File: src/rtl/sb_pkg.sv
// sb_pkg: shared types and constants for the write-through store buffer.
//
// Contents:
//   SB_SIZE_B/H/W/R  store size encodings (byte, half, word, reserved)
//   sb_entry_t       one queued store: word address, lane-aligned data,
//                    byte enables
//   sb_state_e       buffer control state (normal running / flushing)
//   sb_byte_be       byte-enable mask for a single byte at a lane offset
package sb_pkg;

    localparam logic [1:0] SB_SIZE_B = 2'b00;
    localparam logic [1:0] SB_SIZE_H = 2'b01;
    localparam logic [1:0] SB_SIZE_W = 2'b10;
    localparam logic [1:0] SB_SIZE_R = 2'b11;

    typedef struct packed {
        logic [29:0] waddr;
        logic [31:0] data;
        logic [3:0]  be;
    } sb_entry_t;

    typedef enum logic {
        SB_RUN   = 1'b0,
        SB_FLUSH = 1'b1
    } sb_state_e;

    function automatic logic [3:0] sb_byte_be(input logic [1:0] offset);
        return 4'b0001 << offset;
    endfunction

endpackage

File: src/rtl/store_align.sv
// store_align: purely combinational store alignment.
// Turns a right-justified store value plus size and byte offset into
// lane-aligned data and byte enables, and flags misaligned or reserved
// sizes. Kept separate so the load path can reuse the same lane rules.
//
// Ports:
//   offset     in   2   byte offset within the word (addr[1:0])
//   size       in   2   00 byte, 01 half, 10 word, 11 reserved
//   data       in  32   right-justified store value
//   lane_data  out 32   value moved onto its byte lanes (unused lanes 0)
//   be         out  4   byte enables (0 when err)
//   err        out  1   misaligned access or reserved size
module store_align (
    input  logic [1:0]  offset,
    input  logic [1:0]  size,
    input  logic [31:0] data,
    output logic [31:0] lane_data,
    output logic [3:0]  be,
    output logic        err
);
    import sb_pkg::*;

    // A rejected store leaves be and lane_data at zero so nothing
    // downstream can mistake it for a real write.
    always_comb begin
        lane_data = '0;
        be        = '0;
        err       = 1'b0;
        unique case (size)
            SB_SIZE_B: begin
                be        = sb_byte_be(offset);
                lane_data = {24'b0, data[7:0]} << {offset, 3'b000};
            end
            SB_SIZE_H: begin
                if (offset[0]) begin
                    err = 1'b1;
                end else if (offset[1]) begin
                    be        = 4'b1100;
                    lane_data = {data[15:0], 16'b0};
                end else begin
                    be        = 4'b0011;
                    lane_data = {16'b0, data[15:0]};
                end
            end
            SB_SIZE_W: begin
                if (offset != 2'b00) begin
                    err = 1'b1;
                end else begin
                    be        = 4'b1111;
                    lane_data = data;
                end
            end
            default: begin
                err = 1'b1;
            end
        endcase
    end

endmodule

File: src/rtl/store_buffer.sv
// store_buffer: write-through store buffer between the memory stage /
// data cache and the external data memory port.
// Stores are accepted in one cycle into a FIFO of lane-aligned entries and
// drained to memory one at a time over mem_req/mem_ack. Loads probe the
// buffer combinationally and get youngest-wins per-byte forwarding. A flush
// stops new stores until the buffer has fully drained.
//
// Ports:
//   clk, rst_n          clock; asynchronous active-low reset
//   st_valid/st_ready   store handshake
//   st_addr/st_data/st_size  store byte address, right-justified data, size
//   st_err              one-cycle pulse after a misaligned/reserved store
//   ld_addr             load probe address
//   fwd_mask/fwd_data   lanes covered by pending stores and their bytes
//   flush/flush_done    flush request and completion pulse
//   mem_req/mem_ack     memory write handshake
//   mem_addr/mem_wdata/mem_be  head entry (word address, lane data, enables)
//   count               occupied entries
//   drained             stores written to memory since reset (wraps)
//
// Only ADDR_WIDTH = 32 and DATA_WIDTH = 32 are supported.
module store_buffer #(
    parameter int ADDR_WIDTH = 32,
    parameter int DATA_WIDTH = 32,
    parameter int DEPTH      = 4
) (
    input  logic                       clk,
    input  logic                       rst_n,
    input  logic                       st_valid,
    output logic                       st_ready,
    input  logic [ADDR_WIDTH-1:0]      st_addr,
    input  logic [DATA_WIDTH-1:0]      st_data,
    input  logic [1:0]                 st_size,
    output logic                       st_err,
    input  logic [ADDR_WIDTH-1:0]      ld_addr,
    output logic [3:0]                 fwd_mask,
    output logic [DATA_WIDTH-1:0]      fwd_data,
    input  logic                       flush,
    output logic                       flush_done,
    output logic                       mem_req,
    output logic [ADDR_WIDTH-1:0]      mem_addr,
    output logic [DATA_WIDTH-1:0]      mem_wdata,
    output logic [3:0]                 mem_be,
    input  logic                       mem_ack,
    output logic [$clog2(DEPTH+1)-1:0] count,
    output logic [31:0]                drained
);
    import sb_pkg::*;

    localparam int PW = $clog2(DEPTH);
    localparam int CW = $clog2(DEPTH+1);

    sb_entry_t         fifo_q [DEPTH];
    sb_entry_t         head;
    logic [PW-1:0]     wr_ptr;
    logic [PW-1:0]     rd_ptr;
    logic [PW-1:0]     fwd_idx;
    sb_state_e         state;

    logic [31:0]       al_data;
    logic [3:0]        al_be;
    logic              al_err;

    logic              full;
    logic              empty;
    logic              enq;
    logic              pop;
    logic              unused_ld_lo;

    store_align u_align (
        .offset    (st_addr[1:0]),
        .size      (st_size),
        .data      (st_data),
        .lane_data (al_data),
        .be        (al_be),
        .err       (al_err)
    );

    // Forwarding works on whole words, so the probe's byte offset is unused.
    assign unused_ld_lo = ^ld_addr[1:0];

    assign full  = (count == CW'(DEPTH));
    assign empty = (count == '0);

    // st_ready depends only on registered state, never on st_valid.
    assign st_ready = !full && (state == SB_RUN);
    assign enq      = st_valid && st_ready && !al_err;
    assign pop      = mem_ack && !empty;

    // The head entry is presented whenever the buffer is non-empty; the
    // address/data/enables are forced to zero while idle so the port is
    // quiet after reset and between bursts.
    assign head       = fifo_q[rd_ptr];
    assign mem_req    = !empty;
    assign mem_addr   = empty ? '0 : {head.waddr, 2'b00};
    assign mem_wdata  = empty ? '0 : head.data;
    assign mem_be     = empty ? '0 : head.be;

    // Completion is signalled during the cycle the flushing buffer is seen
    // empty; the state returns to RUN on the same edge.
    assign flush_done = (state == SB_FLUSH) && empty;

    // Entry storage has no reset: the pointers and count decide which
    // entries are meaningful.
    always_ff @(posedge clk) begin
        if (enq) begin
            fifo_q[wr_ptr] <= '{waddr: st_addr[31:2], data: al_data, be: al_be};
        end
    end

    // Pointers, occupancy, drain counter and error pulse. Pointers wrap
    // naturally because DEPTH is a power of two.
    always_ff @(posedge clk or negedge rst_n) begin
        if (!rst_n) begin
            wr_ptr  <= '0;
            rd_ptr  <= '0;
            count   <= '0;
            drained <= '0;
            st_err  <= 1'b0;
        end else begin
            st_err <= st_valid && al_err;
            if (enq) begin
                wr_ptr <= wr_ptr + PW'(1);
            end
            if (pop) begin
                rd_ptr  <= rd_ptr + PW'(1);
                drained <= drained + 32'd1;
            end
            unique case ({enq, pop})
                2'b10:   count <= count + CW'(1);
                2'b01:   count <= count - CW'(1);
                default: count <= count;
            endcase
        end
    end

    // Control state: a flush request blocks new stores until the buffer is
    // empty; repeated flush requests while flushing have no effect.
    always_ff @(posedge clk or negedge rst_n) begin
        if (!rst_n) begin
            state <= SB_RUN;
        end else begin
            unique case (state)
                SB_RUN: begin
                    if (flush) begin
                        state <= SB_FLUSH;
                    end
                end
                SB_FLUSH: begin
                    if (empty) begin
                        state <= SB_RUN;
                    end
                end
                default: state <= SB_RUN;
            endcase
        end
    end

    // Walk the valid entries from oldest to youngest so that a younger
    // matching entry overwrites the lanes of an older one. An entry being
    // acked this cycle is still valid here; one being written this edge is
    // not yet counted.
    always_comb begin
        fwd_mask = '0;
        fwd_data = '0;
        fwd_idx  = '0;
        for (int i = 0; i < DEPTH; i++) begin
            fwd_idx = rd_ptr + PW'(i);
            if ((CW'(i) < count) && (fifo_q[fwd_idx].waddr == ld_addr[31:2])) begin
                for (int l = 0; l < 4; l++) begin
                    if (fifo_q[fwd_idx].be[l]) begin
                        fwd_mask[l]        = 1'b1;
                        fwd_data[l*8 +: 8] = fifo_q[fwd_idx].data[l*8 +: 8];
                    end
                end
            end
        end
    end

endmodule

File: config.mk
export PLATFORM = sky130hd
export DESIGN_NAME = store_buffer
export DESIGN_NICKNAME = d
export VERILOG_FILES = /design/src/rtl/sb_pkg.sv /design/src/rtl/store_align.sv /design/src/rtl/store_buffer.sv
export SDC_FILE = /design/constraint.sdc
export NUM_CORES = 1
export LEC_CHECK = 0
export BUFFER_PORTS_ARGS = -buffer_cell sky130_fd_sc_hd__buf_2
export CAP_MARGIN = 20
export CORE_ASPECT_RATIO = 1.75
export CORE_MARGIN = 4
export CORE_UTILIZATION = 47
export CTS_CLUSTER_SIZE = 12
export DETAILED_ROUTE_END_ITERATION = 10
export PLACE_DENSITY_LB_ADDON = 0.25
export SYNTH_ARGS = -nofsm -noshare
export SYNTH_HDL_FRONTEND = slang
export SYNTH_SLANG_ARGS = --single-unit
export TNS_END_PERCENT = 100
File: constraint.sdc
create_clock -name clk -period 10.72 [get_ports clk]
set_input_delay 2.144 -clock clk [delete_from_list [all_inputs] [get_ports clk]]
set_output_delay 2.144 -clock clk [all_outputs]
set_load 0.03 [all_outputs]
==> results of run 1 <==
cells by family after synthesis:
logic type / share of synthesized area, %
muxes: 19.14
and+or+nand+nor: 10.82
AOI/OAI and AO/OA: 13.77
adders and majority gates: 0.6229
DFF: 44.57
xor gates and xnor gates: 6.366
buffers and inverters: 4.690
other: 0.01867
metrics by stage:
stage	worst slack (ns)	util (%)	total power, mW
after floorplan	3.316	-	4.118
after global placement	2.222	50.46	4.904
after detailed placement	2.132	50.46	4.954
after CTS	2.043	52.57	5.962
after global routing	1.602	52.70	6.259
final	1.879	52.70	5.950
power breakdown:
part	internal (mW)	switching, mW
logic	1.28	2.16
clock network	0.547	0.447
registers	1.36	0.154
Yosys cell counts, drive strengths merged (10+ instances only):
| master | number |
|---|---|
| a211oi | 22 |
| a21oi | 43 |
| a221oi | 22 |
| a222oi | 10 |
| a22oi | 17 |
| a32o | 16 |
| and2 | 35 |
| and3 | 46 |
| buf | 71 |
| clkbuf | 79 |
| dfrtp | 41 |
| edfxtp | 264 |
| ha | 10 |
| inv | 35 |
| mux2 | 63 |
| mux2i | 221 |
| mux4 | 40 |
| nand2 | 127 |
| nand3 | 38 |
| nand4 | 18 |
| nor2 | 94 |
| nor3 | 17 |
| nor4 | 17 |
| o211ai | 14 |
| o21a | 16 |
| o21ai | 64 |
| o21bai | 15 |
| o221ai | 34 |
| or3 | 10 |
| xnor2 | 102 |
| xor2 | 44 |
area by class of cell:
class | instances | area, um^2 | area share (%)
Multi-Input combinational cell | 1276 | 10210 | 45.70
Sequential cell | 305 | 8961 | 40.09
Timing Repair Buffer | 268 | 1439 | 6.437
Clock buffer | 43 | 852.1 | 3.812
Tap cell | 561 | 701.9 | 3.140
Inverter | 35 | 133.9 | 0.5989
Clock inverter | 8 | 43.79 | 0.1959
Antenna cell | 3 | 7.507 | 0.03358
state kept, by name, summed over array words and instances, names as in the netlist:
| register | cells |
|---|---|
| wr_ptr | 2 |
| count | 3 |
| rd_ptr | 2 |
| fifo_q | 264 |
| drained | 32 |
| st_err | 1 |
| state | 1 |
layer usage:
metal,share of wire (%),vias up
li1,-,7076
met1,34,7749
met2,54,693
met3,5.9,168
met4,5.8,2
met5,0.021,-
worst paths after layout:
check	depth (start not counted)	from	endpoint
max in group asynchronous	1	rst_n	rd_ptr[0]
worst max-delay path	11	rd_ptr[1]	fwd_data[19]
worst max register to register	14	count[0]	drained[31]
worst min-delay path	1	drained[11]	drained[11]
min in group asynchronous	1	rst_n	st_err
worst min register to register	1	drained[11]	drained[11]
cells in the final DEF, fill, tap and decap left out, drive strengths merged, types with 15 or more instances in the layout:
master,Yosys,layout
xnor2,102,102
and3,46,46
mux2,63,63
nor2,94,94
and2,35,35
a32o,16,16
nor4,17,17
nand2,127,127
o21ai,64,64
nor3,17,17
mux4,40,40
a221oi,22,22
nand4,18,18
edfxtp,264,264
a211oi,22,22
o21a,16,16
clkbuf,79,44
mux2i,221,221
buf,71,267
xor2,44,44
dfrtp,41,41
nand3,38,38
a21oi,43,43
a22oi,17,17
o21bai,15,15
inv,35,36
o221ai,34,34
worst max-delay path: cells and delay by family, from the launching register on:
kind | cells | cell delay (ns)
DFF | 1 | 0.97
buffers and inverters | 2 | 0.65
and+or+nand+nor | 2 | 1.28
muxes | 2 | 0.72
AOI/OAI and AO/OA | 5 | 2.45
==> flow_summary.json, run 1 <==
{
  "syn_area_um2": 20090,
  "reg2reg_slack_ns": 6.85,
  "synth_area_per_cell_um2": 11.38,
  "ant_nets": 0,
  "finalSetupTns_ns": 0,
  "crit_path_end_kind": "output pin",
  "max_slew_margin_pct": 27.67,
  "worstMarginPinSlew_ns": 1.085,
  "synth_cell_types": 82,
  "cts-resized-gates": 0,
  "ctsHtreeMaxLevel": 1,
  "yosys.area.top_type_share_pct": 39.46,
  "dieHeight_um": 281.5,
  "post_cts_buffers": 0,
  "use_met1_pct": 28.13,
  "rows": 100,
  "hold_viol": 0,
  "area_delta_synth_final_pct": 11.28,
  "place_hpwl_mm": 44.71,
  "synth_top_cell_by_area": "edfxtp_1",
  "cts.sinks": 305,
  "finalSetupViolations": 0,
  "status": "completed",
  "crit_path_max_fanout": 53,
  "synthCells": 1765,
  "synth_ff_type": "edfxtp_1",
  "grt_usage_pct": 26.37,
  "start_kind": "flop",
  "p_leak_nw": 8.671,
  "synth_async_sr_flop_share_pct": 13.44,
  "timing.fmax_mhz": 113.1,
  "grt_pass1_vias": 15720,
  "powerDensity_nw_per_um2": 266.2,
  "cts_root_buf": "clkbuf_16",
  "drive_above_1_share_pct": 23.05,
  "hold_path_class": "reg2reg",
  "grt_pass1_wl_mm": 93.18,
  "top_usage_layer": "met2",
  "synth_edf_count": 264,
  "final_area_um2": 22350,
  "wirelength_mm": 62.83,
  "ir_drop_mv": 0.2120,
  "grt_remaining_overflow": 0,
  "coreArea_um2": 42420,
  "io_pins": 246,
  "period_needed_ns": 8.841,
  "synthTopCellsByArea": "edfxtp_1 39%, mux2i_1 11%, dfrtp_1 5.1%",
  "dr.pass1.iters": 6,
  "rsz0062_at_grt": "no",
  "slowest_stage": "dfrtp_4",
  "placed_area_um2": 21400,
  "clk_latency_ns": 0.59,
  "drt-wirelength-per-cell_um": 25.14,
  "vias": 15688,
  "dieArea_um2": 46240,
  "num-nets-final": 2030,
  "antenna_found_initial": 7,
  "yosysWarnings": 0,
  "route.detailed.drc": 0,
  "cp.required_ns": 8.58,
  "drt_iter0_drc": 1074,
  "ys_seq_area_share_pct": 44.57,
  "path_clk_slew_ns": 0.06,
  "cts_max_path_buffers": 3,
  "io_buffers": 241,
  "finalMaxSlewViolations": 0,
  "use_met3_pct": 3.189,
  "cts_tree": "done",
  "worstSetupPathType": "reg2out",
  "start_util_pct": 47.36,
  "maxCapViolCount": 0,
  "grtUsageMet2_pct": 50.31,
  "instances_no_fill": 2499,
  "grt_max_degree": 87,
  "finalCritPeriodShare_pct": 82.47,
  "arrival_ns": 6.70,
  "fillers": 3765,
  "die_w_um": 164.3,
  "place.gp.congestion": 0.9629,
  "cts-buffers-inserted": 31,
  "path_cells": "buf_4, mux2i_1, mux2_2, a2111oi_2, o2111ai_1, a2111oi_4, and3_1, or4_1, o21ai_0, a32o_1, buf_2",
  "dp.cells": 2441,
  "max_stage_delay_ns": 0.97,
  "fin_skew_ns": 0.01656,
  "postCtsHoldBufs": 0,
  "synth-seq-cells": 305,
  "viasPerCell": 6.278,
  "holdWs_ns": 0.4910
}
Note: power is estimated with default switching activity, not from simulation.
==> run 2, diff against run 1 <==
- ABC_AREA: default -> 1
- clock period: 10.72 -> 7.43 ns (I/O delays scaled with it)
==> flow_summary.json, run 2 <==
{
  "status": "completed",
  "vias": 21323,
  "coreArea_um2": 44980,
  "setup_slack_ns": 0.8953,
  "rows": 103,
  "regMostFlops": "fifo_q",
  "num-nets-final": 3349,
  "dieArea_um2": 48920,
  "powerDensity_nw_per_um2": 388.6,
  "postCtsHoldBufs": 0,
  "synthTopCellsByArea": "edfxtp_1 37%, nand2_1 24%, nand3_1 7.8%",
  "crit_path_end_kind": "output pin",
  "finalCritPeriodShare_pct": 87.95,
  "final_cell_mix": "1350 x nand2_1, 334 x nand3_1, 289 x inv_1",
  "synth_cell_types": 46,
  "finalSetupViolations": 0,
  "route.detailed.drc": 0,
  "synth_most_common_cell": "nand2_1",
  "grt_max_degree": 127,
  "synth_area_per_cell_um2": 6.933,
  "grt_pass1_wl_mm": 109.4,
  "synth_async_sr_flop_share_pct": 13.44,
  "cts_tree": "done",
  "max_stage_delay_ns": 0.69,
  "timing.fmax_mhz": 153.0,
  "finalSetupTns_ns": 0,
  "slowest_stage": "nor2_4",
  "yosys.area.top_type_share_pct": 37.22,
  "ant_nets": 0,
  "yosysWarnings": 0,
  "dr.pass1.iters": 6,
  "fin_skew_ns": 0.01909,
  "cts_root_buf": "clkbuf_16",
  "final_common_cell": "nand2_1",
  "reg.largest.list": "fifo_q: 264 flops, drained: 32 flops, count: 3 flops",
  "cts-buffers-inserted": 31,
  "crit_family": "simple AND/OR/NAND/NOR gates",
  "worstSetupPathType": "reg2out",
  "start_util_pct": 47.35,
  "synthCells": 3072,
  "antenna_found_initial": 8,
  "synth-seq-cells": 305,
  "crit_path_max_fanout": 111,
  "path_clk_slew_ns": 0.06,
  "ir_drop_mv": 0.3128,
  "yosys-top-cells-count": "1350 x nand2_1, 334 x nand3_1, 289 x inv_1",
  "drt_iter0_drc": 1641,
  "grt_usage_pct": 28.57,
  "cp.buffers_inverters": 5,
  "die_w_um": 168.9,
  "cp.required_ns": 5.94,
  "worstMarginPinSlew_ns": 1.091,
  "area_delta_synth_final_pct": 11.09,
  "path_cells": "inv_6, buf_4, nand2_1, nand3_1, nand2_1, xor2_1, nand3b_1, nor2_1, nand2_1, nor2_4, buf_4, nand3_1, nand2_1, inv_1, nand2_1, nand2_1, buf_2",
  "largest_reg_flops": 264,
  "placed_area_um2": 22740,
  "clk_latency_ns": 0.59,
  "syn_area_um2": 21300,
  "grt_pass1_vias": 20556,
  "place.gp.congestion": 0.9885,
  "io_buffers": 241,
  "cts.sinks": 305,
  "ctsHtreeMaxLevel": 1,
  "cts-resized-gates": 0,
  "arrival_ns": 5.05,
  "max_slew_margin_pct": 27.27,
  "viasPerCell": 5.549,
  "hold_viol": 0,
  "io_pins": 246,
  "final_area_um2": 23660,
  "period_needed_ns": 6.535,
  "synth_edf_count": 264,
  "ys_seq_area_share_pct": 42.04,
  "cts_max_path_buffers": 3,
  "drive_above_1_share_pct": 10.93,
  "synth_ff_type": "edfxtp_1",
  "dieHeight_um": 289.6,
  "finalMaxSlewViolations": 0,
  "drt-wirelength-per-cell_um": 18.84,
  "maxCapViolCount": 0,
  "hold_path_class": "reg2reg",
  "synth_top_cell_by_area": "edfxtp_1",
  "post_cts_buffers": 0,
  "p_leak_nw": 11.89,
  "dp_slack_ns": 1.539,
  "critPathMostFrequentCell": "nand2_1",
  "wirelength_mm": 72.41,
  "grt_remaining_overflow": 0,
  "rsz0062_at_grt": "no",
  "place_hpwl_mm": 51.32,
  "start_kind": "flop"
}
run 2: power breakdown:
part	internal (mW)	switching, mW	total, mW
sequential	1.96	0.0795	2.04
combinational	1.46	4.25	5.71
clock	0.794	0.651	1.44
run 2: worst paths after layout:
kind / endpoint / cells after the start / start / slack (ns)
min reg2reg: drained[31] / 1 / drained[31] / 0.46
max: fwd_data[13] / 17 / rd_ptr[0] / 0.90
min: drained[31] / 1 / drained[31] / 0.46
min in group asynchronous: drained[24] / 1 / rst_n / 1.01
max in group asynchronous: rd_ptr[0] / 1 / rst_n / 5.76
max reg2reg: drained[29] / 13 / count[0] / 3.91
run 2: per-stage QoR:
stage	instances	hold slack (ns)	utilization [%]	power (mW)
5_1_grt	3840	0.5117	52.59	9.834
2_1_floorplan	3073	0.4990	-	6.243
3_5_place_dp	3780	0.4592	50.55	7.713
3_3_place_gp	3780	0.4548	50.55	7.596
4_1_cts	3834	0.4676	52.56	9.160
6_report	3843	0.4632	52.61	9.193
run 2: per-layer routing:
metal	vias up	routed length, um	track usage [%]
met2	966	36880	52.22
met3	246	4889	3.756
li1	10263	-	-
met1	9848	25090	30.04
met4	0	5547	20.00
met5	-	0	0
run 2: logic make-up (layout without fill, tap and decap cells):
group / after synthesis / in the layout / synth area share (%)
compound gates: 322 / 322 / 8.530
xor+xnor: 50 / 50 / 2.056
fa+ha+maj: 10 / 10 / 0.5875
buf+inv: 437 / 621 / 9.217
flops: 305 / 305 / 42.04
other cells: 1 / 11 / 0.01761
simple gates: 1947 / 1947 / 37.55
run 2: layout make-up:
| cell class | instances | area, um^2 |
|---|---|---|
| clock inverters | 8 | 38.79 |
| multi-input cells | 2331 | 10440 |
| flip-flops and latches | 305 | 8961 |
| diodes | 9 | 22.52 |
| repair buffers | 272 | 1501 |
| well taps | 577 | 721.9 |
| inverters | 295 | 1115 |
| fillers | 4317 | 21320 |
| clock buffers | 46 | 863.3 |
run 2: worst reg2reg max path, cell delays in order (launching register included):
cell     delay (ns)
dfrtp_1        0.48
inv_1          0.11
ha_1           0.23
inv_1          0.10
nor2_4         0.05
nor2_1         0.69
inv_1          0.15
nor2_1         0.18
nand3_1        0.14
nor3_1         0.29
nand4_1        0.22
nor3_1         0.45
nand3_1        0.16
xnor2_1        0.16
==> run 3, diff against run 2 <==
- CORE_MARGIN: 4 -> 3
- SYNTH_HIERARCHICAL: default -> 1
==> flow_summary.json, run 3 <==
{
  "dr.pass1.iters": 6,
  "viasPerCell": 5.471,
  "drt_iter0_drc": 1721,
  "path_clk_slew_ns": 0.06,
  "wirelength_mm": 73.85,
  "regMostFlops": "fifo_q",
  "fin_skew_ns": 0.01676,
  "largest_reg_flops": 264,
  "crit_path_max_fanout": 79,
  "worstSetupPathType": "reg2out",
  "yosysWarnings": 6,
  "rr_startpoint": "count[0]",
  "dieHeight_um": 290.1,
  "synth_most_common_cell": "nand2_1",
  "syn_area_um2": 21670,
  "cts-resized-gates": 0,
  "synth_async_sr_flop_share_pct": 13.44,
  "synth_cell_types": 38,
  "ant_nets": 0,
  "reg2reg_slack_ns": 4.01,
  "drive_above_1_share_pct": 10.58,
  "timing.fmax_mhz": 152.7,
  "cts_root_buf": "clkbuf_16",
  "rsz0062_at_grt": "no",
  "synth_area_per_cell_um2": 6.776,
  "synthTopCellsByArea": "edfxtp_1 37%, nand2_1 26%, nand3_1 8.4%",
  "status": "completed",
  "instances_no_fill": 3943,
  "worstMarginPinSlew_ns": 1.052,
  "io_pins": 246,
  "ys_seq_area_share_pct": 41.32,
  "synth_top_cell_by_area": "edfxtp_1",
  "finalSetupViolations": 0,
  "arrival_ns": 5.06,
  "switchingPower_mw": 4.946,
  "start_util_pct": 47.77,
  "ir_drop_mv": 0.3251,
  "start_kind": "flop",
  "finalCritPeriodShare_pct": 88.14,
  "grt_pass1_wl_mm": 113.3,
  "cts_max_path_buffers": 3,
  "dieArea_um2": 48820,
  "synth-seq-cells": 305,
  "drt-wirelength-per-cell_um": 18.73,
  "synth_ff_type": "edfxtp_1",
  "antenna_found_initial": 4,
  "cts.sinks": 305,
  "coreArea_um2": 45360,
  "synth_edf_count": 264,
  "post_cts_buffers": 0,
  "num-nets-final": 3463,
  "final_cell_mix": "1479 x nand2_1, 364 x nand3_1, 321 x inv_1",
  "worstRegToRegCells": 9,
  "place.gp.congestion": 0.9629,
  "clkPwrFrac_pct": 15.8,
  "hold_path_class": "reg2reg",
  "endpoint": "fwd_data[6]",
  "power.share.switching_pct": 54.05,
  "die_w_um": 168.3,
  "dp.cells": 3895,
  "grt_max_degree": 167,
  "final_common_cell": "nand2_1",
  "grt_remaining_overflow": 0,
  "fillers": 4452,
  "seqPwrFrac_pct": 23.1,
  "max_slew_margin_pct": 29.85,
  "io_buffers": 241,
  "powerDensity_nw_per_um2": 382.1,
  "synthCells": 3198,
  "cts-buffers-inserted": 30,
  "area_delta_synth_final_pct": 10.52,
  "finalSetupTns_ns": 0,
  "p_comb_share_pct": 61.1,
  "period_needed_ns": 6.549,
  "p_leak_nw": 12.13,
  "grt_usage_pct": 29.40,
  "place_hpwl_mm": 53.06,
  "worstReg2RegEnd": "fifo_q[2][12]",
  "yosys-top-cells-count": "1479 x nand2_1, 364 x nand3_1, 322 x inv_1",
  "cts_tree": "done",
  "yosys.area.top_type_share_pct": 36.58,
  "finalMaxSlewViolations": 0,
  "rows": 103,
  "maxCapViolCount": 0,
  "startpoint": "rd_ptr[1]",
  "postCtsHoldBufs": 0,
  "grt_pass1_vias": 20824,
  "clk_latency_ns": 0.59,
  "hold_viol": 0,
  "route.detailed.drc": 0,
  "vias": 21573,
  "p_int_mw": 4.206,
  "crit_path_end_kind": "output pin",
  "reg.largest.list": "fifo_q: 264 flops, drained: 32 flops, count: 3 flops",
  "cp.required_ns": 5.94,
  "ctsHtreeMaxLevel": 1
}
-- run 3: cell types whose count changed in the layout (fill, tap and decap cells not counted), moves of 37 or more --
| cell | previous run | this run |
|---|---|---|
| nand4_1 | 23 | 60 |
| nand2_1 | 1350 | 1479 |
| nor2_1 | 185 | 143 |
| o21ai_0 | 118 | 185 |
| a21oi_1 | 81 | 6 |
-- run 3: worst min path at each step --
| stage | from | to | depth (start not counted) |
|---|---|---|---|
| after floorplan | wr_ptr[0] | wr_ptr[0] | 1 |
| after global placement | drained[31] | drained[31] | 1 |
| after detailed placement | drained[31] | drained[31] | 1 |
| after CTS | drained[31] | drained[31] | 1 |
| after global routing | drained[31] | drained[31] | 1 |
| final | drained[31] | drained[31] | 1 |
-- run 3: cells by family (layout without fill, tap and decap cells) --
group / Yosys count / count (layout) / synth area share, %
fa+ha+maj: 10 / 10 / 0.5774
simple gates: 2105 / 2105 / 40.42
flops: 305 / 305 / 41.32
compound gates: 235 / 235 / 5.705
other cells: 1 / 4 / 0.01731
xor+xnor: 59 / 59 / 2.385
buf+inv: 483 / 648 / 9.579
-- run 3: per-stage QoR --
step	cell area [um^2]	utilization, %	worst slack, ns	hold WS [ns]	power [mW]
after detailed placement	23050	50.82	1.524	0.4592	7.689
after global routing	23950	52.79	0.6701	0.4793	9.847
after floorplan	21670	-	1.781	0.4936	6.194
final	23950	52.79	0.8813	0.4657	9.152
after global placement	23050	50.82	1.595	0.4505	7.583
after CTS	23940	52.78	0.9004	0.4696	9.142
-- run 3: final cells by class --
cell class | count | area [um^2] | share of cell area (%)
multi-input combinational | 2411 | 10680 | 44.59
clock inverter | 3 | 40.04 | 0.1672
sequential | 305 | 8961 | 37.42
antenna | 2 | 5.005 | 0.02090
timing repair buffer | 270 | 1436 | 5.998
clock buffer | 43 | 852.1 | 3.558
tap | 577 | 721.9 | 3.014
inverter | 332 | 1254 | 5.235
-- run 3: layer usage --
metal  vias up  share of wire, %  global-route usage (%)
li1      10525                 -                       -
met1      9916                35                   31.31
met2       892                52                   54.06
met3       238               6.2                   3.625
met4         2               7.3                   18.65
met5         -             0.015                       0
-- run 3: power groups by stage --
stage          registers [mW]  logic [mW]  clock network (mW)
6_report                 2.11        5.60                1.45
5_1_grt                  2.12        6.18                1.54
4_1_cts                  2.11        5.56                1.47
3_5_place_dp             2.14        5.55                   0
3_3_place_gp             2.14        5.45                   0
2_1_floorplan            2.09        4.10                   0
-- run 3: worst max-delay path, stage by stage (launching register included) --
cell and delay (ns):
dfrtp_4 0.87, buf_4 0.84, nand3_1 0.14, nand2_1 0.12, xor2_1 0.54, nand3_1 0.14, nor2_1 0.13, nand2_1 0.13
nor2_8 0.50, nand3_2 0.34, nand2_1 0.15, inv_1 0.05, nand2_1 0.05, nand2_1 0.05, nand2_1 0.15, buf_2 0.23
